### config.mk
export PLATFORM = sky130hd
export DESIGN_NAME = bk_adder_operand_stage
export DESIGN_NICKNAME = d
export VERILOG_FILES = /design/src/rtl/bk_adder_operand_stage.sv
export SDC_FILE = /design/constraint.sdc
export NUM_CORES = 1
export LEC_CHECK = 0
export CORE_MARGIN = 5
export CORE_UTILIZATION = 45
export DETAILED_ROUTE_END_ITERATION = 8
export DONT_BUFFER_PORTS = 1
export SETUP_SLACK_MARGIN = 0.4
export SLEW_MARGIN = 20
export SYNTH_ARGS = -nofsm -noshare
export SYNTH_HDL_FRONTEND = slang
export SYNTH_SLANG_ARGS = --single-unit
### constraint.sdc
create_clock -name clk -period 3.9 [get_ports clk]
set_input_delay 0.78 -clock clk [delete_from_list [all_inputs] [get_ports clk]]
set_output_delay 0.78 -clock clk [all_outputs]
set_load 0.02 [all_outputs]
### src/rtl/bk_adder_operand_stage.sv
// Operand/result stage around a 12-bit Brent-Kung adder: handshake in, settle, handshake out.
// Ports: clk/rst_n, in_* handshake, adder_in/adder_sum bus, out_* handshake, clr, txn/carry stats.
module bk_adder_operand_stage #(
  parameter int W             = 12,
  parameter int SETTLE_CYCLES = 1,
  parameter int CNT_W         = 16
) (
  input  logic             clk,
  input  logic             rst_n,
  input  logic             in_valid,
  output logic             in_ready,
  input  logic [W-1:0]     in_a,
  input  logic [W-1:0]     in_b,
  output logic [2*W-1:0]   adder_in,
  input  logic [W:0]       adder_sum,
  output logic             out_valid,
  input  logic             out_ready,
  output logic [W:0]       out_sum,
  input  logic             clr,
  output logic [CNT_W-1:0] txn_count,
  output logic [CNT_W-1:0] carry_count
);

  typedef enum logic [1:0] {
    IDLE,
    SETTLE,
    HOLD
  } state_e;

  state_e           state_q, state_d;
  logic [W-1:0]     a_q, a_d;
  logic [W-1:0]     b_q, b_d;
  logic [3:0]       cnt_q, cnt_d;
  logic [W:0]       sum_q, sum_d;
  logic [CNT_W-1:0] txn_q, txn_d;
  logic [CNT_W-1:0] car_q, car_d;

  logic accept;
  logic out_hs;

  assign out_valid   = (state_q == HOLD);
  assign in_ready    = (state_q == IDLE) |
                       ((state_q == HOLD) & out_ready);
  assign accept      = in_valid & in_ready;
  assign out_hs      = out_valid & out_ready;
  assign out_sum     = sum_q;
  assign txn_count   = txn_q;
  assign carry_count = car_q;

  // Bit-interleaved adder bus: even bits carry A, odd bits carry B.
  for (genvar i = 0; i < W; i++) begin : g_bus
    assign adder_in[2*i]   = a_q[i];
    assign adder_in[2*i+1] = b_q[i];
  end

  always_comb begin
    state_d = state_q;
    a_d     = a_q;
    b_d     = b_q;
    cnt_d   = cnt_q;
    sum_d   = sum_q;
    unique case (state_q)
      IDLE: begin
        if (in_valid) state_d = SETTLE;
      end
      SETTLE: begin
        if (cnt_q == 4'd0) begin
          sum_d   = adder_sum;
          state_d = HOLD;
        end else begin
          cnt_d = cnt_q - 4'd1;
        end
      end
      HOLD: begin
        if (out_ready) begin
          state_d = in_valid ? SETTLE : IDLE;
        end
      end
      default: state_d = IDLE;
    endcase
    // Operand load is shared by the IDLE and HOLD accept paths.
    if (accept) begin
      a_d   = in_a;
      b_d   = in_b;
      cnt_d = 4'(SETTLE_CYCLES - 1);
    end
  end

  always_comb begin
    txn_d = txn_q;
    car_d = car_q;
    if (clr) begin
      txn_d = '0;
      car_d = '0;
    end else if (out_hs) begin
      txn_d = txn_q + CNT_W'(1);
      if (sum_q[W] && (car_q != '1)) begin
        car_d = car_q + CNT_W'(1);
      end
    end
  end

  always_ff @(posedge clk or negedge rst_n) begin
    if (!rst_n) begin
      state_q <= IDLE;
      a_q     <= '0;
      b_q     <= '0;
      cnt_q   <= '0;
      sum_q   <= '0;
      txn_q   <= '0;
      car_q   <= '0;
    end else begin
      state_q <= state_d;
      a_q     <= a_d;
      b_q     <= b_d;
      cnt_q   <= cnt_d;
      sum_q   <= sum_d;
      txn_q   <= txn_d;
      car_q   <= car_d;
    end
  end

endmodule

After elaboration in Yosys (flattened, before gate mapping) --
Cells that the tools add are included. Widths: inputs -> output; s select.
Word-level totals: register bits 75, output and inout port bits 71
Cells by class: add/sub/neg operators 3, equality and inequality tests 7, mux-type cells 13, bitwise gates (word level) 3, reduce and logical (&&, ||, !) cells 10
Operators by type and width (count):
- $mux 16 | 5
- $add 16x1->16 const B | 2
- $ne 16x16->1 const B | 1
- $mux 4 | 3
- $mux 2 | 3
- $ne 2x2->1 const B | 3
- $pmux 2 s3 | 1
- $reduce_and 2->1 | 3
- $reduce_bool 2->1 | 3
- $logic_not 4->1 | 1
- $sub 4x1->4 const B | 1
- $reduce_and 3->1 | 1
- $and 1x1->1 | 2
- $eq 2x1->1 const B | 1
- $eq 2x2->1 const B | 1
- $logic_not 2->1 | 1
- $ne 2x1->1 const B | 1
- $logic_and 1x1->1 | 1
- $mux 1 | 1
- $or 1x1->1 | 1

Depth between registers and ports, before layout --
Gate-level depths: netlist (run 1).
depth after elaboration 6, depth in mapped cells 7

Least setup slack after synthesis (run 1) --
OpenSTA, ideal clock, no wires.
path kind input-to-reg, start input out_ready, end register a_q[5], library setup time 125 ps, arrival time 2153 ps, required time 3775 ps, setup slack 1622 ps, cell stages on the path 6, path buffers 2, cell sequence inv_1 > a21oi_1 > and2_1 > buf_2 > buf_2 > mux2_2
Between the ends: word-level cells in the longest chain between the ends 3
Ends and longest elaborated chain:
- from (decl) | line 17 | input logic out_ready,
- $and 1x1->1 | line 43 | ((state_q == HOLD) & out_ready);
- $or 1x1->1 | line 42 | assign in_ready = (state_q == IDLE) |
- via in_ready | line 11 | output logic in_ready,
- $and 1x1->1 | line 44 | assign accept = in_valid & in_ready;
- to (signal assigned) | line 106 | a_q <= '0;
- to (signal assigned) | line 114 | a_q <= a_d;
- to (decl) | line 31 | logic [W-1:0] a_q, a_d;
The timed path passes the listed nets, and every way through them passes these cells. A chain may end at the register's enable or synchronous reset.

Worst setup path after layout (run 1) --
start register car_q[0], in the netlist carry_count[0], end register car_q[14], in the netlist carry_count[14]
Between the ends: word-level cells in the longest chain between the ends 4, elaborated cells between the ends (all ways) 8, those cells by class add/sub (1); eq/ne (1); mux (3); reduce/logical (3)
Ends and longest elaborated chain:
- from (decl) | line 36 | logic [CNT_W-1:0] car_q, car_d;
- from (signal assigned) | line 119 | car_q <= car_d;
- $add 16x1->16 or $ne 16x16->1 (tied branches) | line 98, 97
- $mux 16 or $logic_and 1x1->1 (tied branches) | line 97 | if (sum_q[W] && (car_q != '1)) begin
- $mux 16 or $reduce_bool 2->1 (tied branches)
- $mux 16 or $reduce_and 2->1 (tied branches)
Parallel ways exist; a longest one is shown, timed or not. The select of a mux whose other input is x is not followed.

==> results of run 1 <==
sequential cells by signal, indices dropped and copies added (netlist names):
register and cells:
a_q 12, b_q 12, carry_count 16, cnt_q 4, out_sum 13, state_q 2
txn_count 16
routing by layer:
metal | part of all wire [%] | global-route usage (%)
met2 | 50 | 23.89
met4 | 0.62 | 4.752
met1 | 40 | 17.43
met5 | 0 | 0
met3 | 10 | 9.281
per-stage QoR:
stage | total power, W | hold WS, ns | std cells | instance area, um^2
after floorplan | 0.001806 | 0.4844 | 292 | 3392
after global placement | 0.001897 | 0.4862 | 380 | 3477
after detailed placement | 0.001923 | 0.4865 | 380 | 3477
after CTS | 0.002644 | 0.1051 | 395 | 3716
after global routing | 0.002761 | 0.08600 | 395 | 3716
final | 0.002601 | 0.1231 | 395 | 3716
path summary, 6_finish.rpt:
path / startpoint / end / slack (ns)
max: carry_count[0]$_DFFE_PN0P_ / carry_count[14]$_DFFE_PN0P_ / 1.48
min: rst_n / txn_count[11]$_DFFE_PN0P_ / 0.12
max reg2reg: carry_count[0]$_DFFE_PN0P_ / carry_count[14]$_DFFE_PN0P_ / 1.48
min reg2reg: cnt_q[1]$_DFFE_PN0P_ / cnt_q[1]$_DFFE_PN0P_ / 0.56
max in group asynchronous: rst_n / cnt_q[1]$_DFFE_PN0P_ / 3.63
min in group clk: clr / carry_count[9]$_DFFE_PN0P_ / 0.49
cell usage in the layout (no fill, tap or decap), types with 2 or more instances in the layout:
cell type and instances:
and2_1 2, inv_1 7, dfrtp_1 75, xor2_1 6, nor3_1 3, clkinv_4 2, nand4_1 11, or4_1 11
and4_1 2, or3b_2 2, or2_2 2, ha_1 4, buf_4 2, nand3_1 13, nor2b_1 4, mux2_2 40
nor2_1 18, a21oi_1 20, nor4_1 5, o31ai_1 10, clkbuf_8 9, xnor2_1 8, o21ai_0 7, nand2_1 10
bufinv_16 3, or3_1 8
power by group through the flow:
stage                     Clock [W]  Combinational [W]  Sequential [W]
after detailed placement          0           0.000478         0.00144
after global placement            0           0.000454         0.00144
after CTS                  0.000733           0.000476         0.00144
after global routing       0.000771           0.000527         0.00146
final                      0.000709           0.000466         0.00143
after floorplan                   0           0.000422         0.00138
layout make-up:
cell class	instances	area (um^2)
fillers	679	3576
flip-flops and latches	75	1877
multi-input cells	197	1435
clock buffers	9	123.9
well taps	99	123.9
clock inverters	6	115.1
inverters	7	26.28
repair buffers	2	15.01
cells by family (layout without fill, tap and decap cells):
group                    count (synthesis)  count (layout)  synth area share [%]
AND/OR/NAND/NOR                        100             100                 17.23
AO/OA/AOI/OAI                           39              39                 6.713
flip-flops                              75              75                 55.33
buffers and inverters                   20              24                 2.361
adder cells (fa/ha/maj)                  4               4                 1.476
multiplexers                            40              40                 13.28
XOR/XNOR                                14              14                 3.615
==> impl_summary.md, run 1 <==
Drt
The total via count after detailed routing is 2254. The detailed-routing iteration count for the pre-antenna-repair pass is 4. After detailed routing, the average wire length per cell comes to 17.62 um. The final routed DRC violation total is 0. The post-detailed-route count of antenna-violating nets is 0. The count of routing violations after the opening detailed-route iteration is between 150 and 200. The final wirelength is 6958 um.

The mean number of vias per cell is 5.706.

Finish
At the end of the flow, the number of nets in the layout was 338. The number of diodes added for antenna fixing is 0. The fraction of final layout cells sized beyond drive strength 1 is 21.28%.

The area growth from synthesis to layout is 9.554%. The utilization of the core after routing is 50.96%.

Global routing
The pin count of the biggest net entering global routing is 76. Summed over all layers, the global routing overflow is 0. The number of global-route vias before repair is approximately 2300. The number of antenna violations at the first check in global routing is 0. The overall global routing resource usage is between 10% and 20%. The first global-routing pass estimated 11730 um of wire.

Synth
In this run, distinct cell masters in the synthesized netlist total 36. The number of instances in the synthesized netlist is 292. Counting instances in the post-synthesis netlist gives the leading cell types as 75 x dfrtp_1, 40 x mux2_2, 20 x a21oi_1, 18 x nor2_1, 13 x nand3_1. The most used flip-flop cell after synthesis is dfrtp_1. The Yosys warning count is 0. Of all flip-flops after synthesis, the portion carrying an async set or reset was 100.0%. The most used standard cell by instance count after synthesis is dfrtp_1. The area fraction of the dominant cell type after synthesis is 55.33%. After synthesis, the cell types taking the most area are dfrtp_1 55%, mux2_2 13%, a21oi_1 3.0%. The most area-hungry cell type in the Yosys netlist is dfrtp_1. Yosys mapped a number of flops with a built-in enable equal to 0. The mean instance size in the synthesized netlist is 11.62 um^2. The fraction of the yosys area taken by sequential cells is 55.33%.

The synthesis-stage register bit count is between 70 and 80. The post-synthesis instance area is about 3400 um^2. The net count of the mapped netlist is roughly 340.

Placed design
The count of buffers added on input and output ports is 0. The HPWL after detailed placement is between 4000 and 5000 um. Timing analysis after detailed placement gives a worst setup slack of between 1 and 1.5 ns. At the end of routability-driven placement, the weighted congestion stood at slightly below 0.8.

Clocking
The total CTS buffers is 9. In this run, post-CTS repair resized a total of 0 instances. Counting along the longest clock path gives a buffer depth of 2.

The clock tree synthesis step divided the H-tree into 3 levels. The tree built by TritonCTS fans out to 75 sinks. The number of setup buffers added after CTS is 0.

The clock slew seen by the registers of the worst setup and hold paths is 0.08 ns. The later-pin clock latency in the skew report is 0.34 ns. The root cell of the clock tree is clkbuf_8. The quantity of hold-fixing buffers added after cts is 0. The CTS tree is yes.

Setup path
The critical path depth in cells is 6. STA classifies the critical path startpoint as a flop. The highest fanout seen on the critical path is 14.

In this design, the largest share of critical-path delay is due to simple AND/OR/NAND/NOR gates. The kind of end point of the critical path is a flop. For this run, the slowest stage of the critical path takes just over 0.7 ns.

The critical path goes through ha_1 > nand4_1 > nor4_2 > buf_4 > nor4_1 > mux2_2. At the worst endpoint, the required time is 4.12 ns. The depth of the worst register-to-register path is 6. On the critical path, the stage with the largest delay is an instance of nor4_2. Together, buffers and inverters on the worst path number 1. The start-to-end type of the worst setup path is flop to flop. The worst endpoint data arrival time is 2.64 ns.

Power and ir drop
The switching part of the total is 34.64%. Power spread over the standard cell area amounts to between 600 and 700 nW/um^2. Sequential cells account for between 50% and 60% of the total power. The largest vdd supply drop is 0.0004254 V. The leakage power figure is 1.479 nW. The reported net switching power is between 0.0009 and 0.001 W. The total internal power is 0.001700 W. In this run, the combinational gates consume 17.9% of the power. The clock share of power is around 27%.

Die
The die covers around 9400 um^2. The floorplan has 31 rows. The placeable core region is 7292 um^2. The number of top-level design ports is roughly 110. The width of the die is 96.82 um.

The effective utilization at floorplan is 46.52%. In this run the vertical extent of the chip is ~97 um.

Timing
The number of hold violations in the final report is 0. Dividing the final minimum period by the clock period gives approximately three fifths. In this run the tightest slew margin relative to its limit is 50.98%. The setup slack after layout is 1.484 ns.

Setup repair after global routing left no endpoint under its margin. For the pin with the worst max-slew slack, the measured transition is 0.7293 ns. Derived from the worst setup path, the maximum achievable clock frequency is 0.4138 GHz. Setup violations remaining at the end of the flow were counted as 0. The setup clock skew after layout is approximately 0.012 ns. The setup TNS is 0 ns. The final count of pins violating max slew is 0. For the finished layout, the period the worst path requires is between 2 and 2.5 ns.

Flow run
The count of maximum capacitance violations is 0.

Worst hold path
The type of the worst min-delay path is primary input to asynchronous set/reset pin.

Outcome
The flow ran to the end, and the final reports show no timing, DRC or antenna violations.
Power figures use the tool's default switching activity.
==> run 2: changes to the inputs <==
==> constraint.sdc (replaced) <==
create_clock -name clk -period 2.04 [get_ports clk]
set_input_delay 0.408 -clock clk [delete_from_list [all_inputs] [get_ports clk]]
set_output_delay 0.408 -clock clk [all_outputs]
set_load 0.02 [all_outputs]
==> impl_summary.md, run 2 (same netlist as run 1, synthesis figures left out) <==
Setup path
The kind of start point of the critical path is a flop. The largest stage delay on the critical path is 0.47 ns (-0.24 ns). The required time of the critical path is 2.31 ns (-1.81 ns). The slack of the worst reg-to-reg path is 0.28 ns (-1.21 ns). The startpoint of the most critical register-to-register path is txn_count[6]$_DFFE_PN0P_.

The critical path goes through nand4_1 > or3_4 > or4_4 > a21oi_2. The largest individual stage delay along the critical path comes from the cell dfrtp_2. The depth of the worst register-to-register path is 4 (-2). The highest fanout seen on the critical path is 5 (-9). The worst endpoint data arrival time is 2.03 ns (-0.61 ns). The kind of end point of the critical path is a flop. The critical path is of the flop to flop type. The capture point of the worst reg-to-reg path is txn_count[14]$_DFFE_PN0P_.

Finish
From synthesis to final layout, the design area changed by 27.59%. The number of diodes added for antenna fixing is 0 (unchanged). The fill cell total of the finished layout is 612 (-9.9%). The most frequent standard cell in the layout excluding fill and tap cells is dfrtp_1. The register area is 1902 um^2 (+1.3%). In the layout the commonest cells are 55 x dfrtp_1, 39 x mux2_2, 33 x buf_4. The final cell area excluding filler cells is 4328 um^2 (+16%). The net count reported at finish is 379 (+12%). The fraction of final layout cells sized beyond drive strength 1 is 48.22% (+27 points).

The utilization of the core after routing is 59.35% (+8.4 points). The multi-input combinational cell area is 1669 um^2 (+16%).

Placed design
The HPWL after detailed placement came to 5231 um (+6.9%). The placer's final routability congestion estimate came to 0.7567 (-2.1%). The total cell area at the placement stage came to 3721 um^2 (+7.0%).

The port buffer count is 0 (unchanged).

Power and ir drop
The largest vdd supply drop is 0.0008097 V (+90%). The leakage power figure came to 1.698 nW (+15%). The overall power consumption is 0.005149 W (+98%). The power per unit of standard cell area is 1190 nW/um^2 (+70%).

Timing
The final setup violation count came to 0 (unchanged). The time the final worst path needs with I/O delays and setup came to 1.762 ns (-0.6541 ns). The worst hold slack after final layout is -0.2545 ns (-0.3776 ns). The number of hold violations in the final report came to 75 (+75). The transition time at the pin with the least slew margin is 0.3109 ns (-0.4184 ns). The final count of pins violating max slew was 0 (unchanged). The setup clock skew after layout is 0.01021 ns (-0.001402 ns). The setup TNS is 0 ns (unchanged).

Setup repair after global routing could not meet its margin everywhere. The normalized max-slew margin is 79.12% (+28 points). The maximum clock frequency is 0.5674 GHz (+37%). The ratio of final minimum period to clock period is 86.39% (+24 points).

Clocking
The total number of clock tree sinks is 75 (unchanged). TritonCTS built the clock tree. The maximum level of the CTS H-tree is 3 (unchanged). The deepest clock path buffer count was 2 (unchanged).

The total CTS buffers came to 9 (unchanged). The root cell of the clock tree is clkbuf_8. The later-pin clock latency in the skew report is 0.35 ns (about the same). The clock slew seen by the registers of the worst setup and hold paths is 0.09 ns (about the same).

Global routing
The total global routing overflow is 0 (unchanged). The number of antenna violations at the first check in global routing is 0 (unchanged). The pin count of the biggest net entering global routing came to 76 (unchanged). The overall global routing resource usage was 17.07% (+1.8 points).

The first-pass GRT wire length was 13250 um (+13%). The met1 demand-to-capacity share in global routing is 20.61% (+3.2 points). The global-route met2 utilization was 26.59% (+2.7 points). After global routing, the most crowded layer is met2. The number of global-route vias before repair is 2659 (+14%). The fraction of met3 tracks used by global routing is 7.410% (-1.9 points).

Flow run
The count of maximum capacitance violations is 0 (unchanged).

Drt
The detailed-routing iteration count for the pre-antenna-repair pass is 4 (unchanged). The mean number of vias per cell was 5.682 (-0.43%). The final routed DRC violation total is 0 (unchanged). The total via count after detailed routing is 2483 (+10%). The per-cell routed wire length is 18.40 um (+4.5%). The post-detailed-route count of antenna-violating nets is 0 (unchanged).

The count of routing violations after the opening detailed-route iteration came to 110 (-36%). The final wirelength is 8041 um (+16%).

Die
The number of rows in the core area is 31 (unchanged). The number of top-level design ports is 113 (unchanged). The placeable core region is 7292 um^2 (unchanged).

The width of the die is 96.82 um (unchanged). The die footprint is 9374 um^2 (unchanged). The effective utilization at floorplan is 46.52% (unchanged). The y dimension of the die was 96.82 um (unchanged).

Outcome
The checks that failed: negative hold slack. The flow ran to the end, but the final reports show violations.

Worst hold path
The min-delay analysis places its worst path in the category primary input to asynchronous set/reset pin.
run 2: cell count changes in the layout (fill, tap and decap cells not counted), sizes merged:
cell / before / now
buf: 2 / 42
bufinv: 3 / 2
clkbuf: 9 / 10
clkinv: 2 / 0
clkinvlp: 1 / 3
inv: 7 / 9
run 2: layout make-up:
class,count,area share (%)
sequential,75,43.94
timing repair buffer,43,8.846
clock buffer,9,2.862
clock inverter,7,2.313
multi-input combinational,197,38.57
inverter,7,0.6071
tap,99,2.862
run 2: worst max-delay path by stage:
stage / from / end / slack, ns
global route: carry_count[4]$_DFFE_PN0P_ / carry_count[15]$_DFFE_PN0P_ / 0.20
floorplan: state_q[0]$_DFFE_PN0P_ / carry_count[15]$_DFFE_PN0P_ / 0.24
finish: txn_count[6]$_DFFE_PN0P_ / txn_count[14]$_DFFE_PN0P_ / 0.28
CTS: out_sum[12]$_DFFE_PN0P_ / carry_count[13]$_DFFE_PN0P_ / 0.26
global placement: carry_count[4]$_DFFE_PN0P_ / carry_count[13]$_DFFE_PN0P_ / 0.22
detailed placement: carry_count[4]$_DFFE_PN0P_ / carry_count[15]$_DFFE_PN0P_ / 0.18
run 2: where the power goes:
group	internal, W	leakage (nW)	total (W)	switching, W
Combinational	0.000688	0.672	0.00113	0.000447
Sequential	0.00192	0.924	0.00274	0.000814
Clock	0.000697	0.102	0.00128	0.000581
Total	0.00331	1.70	0.00515	0.00184
run 2: layer usage:
metal  up-vias  share of wire, %
met1      1232                39
met5         -                 0
li1       1147                 -
met2        93                49
met3        11               9.8
met4         0               1.5
run 2: worst max-delay path: cells and delay by family, from the launching register on:
kind	cells	cell delay, ns
AO/OA/AOI/OAI	1	0.13
AND/OR/NAND/NOR	3	1.09
flip-flops	1	0.47
run 2: timing repair:
| action | 4_1_cts | 5_1_grt |
|---|---|---|
| endpoints found under the setup margin | 44 | 65 |
| pin swaps | 26 | 21 |
| hold endpoints to repair | 75 | 75 |
| gates resized for setup | 26 | 37 |
| buffers inserted | 9 | 5 |
| gates cloned | 1 | 2 |
run 2: per-stage QoR:
stage | std cells | worst slack (ns)
finish | 437 | 0.2777
global route | 437 | 0.2048
CTS | 430 | 0.2577
detailed placement | 404 | 0.1834
global placement | 404 | 0.2242
floorplan | 292 | 0.2431
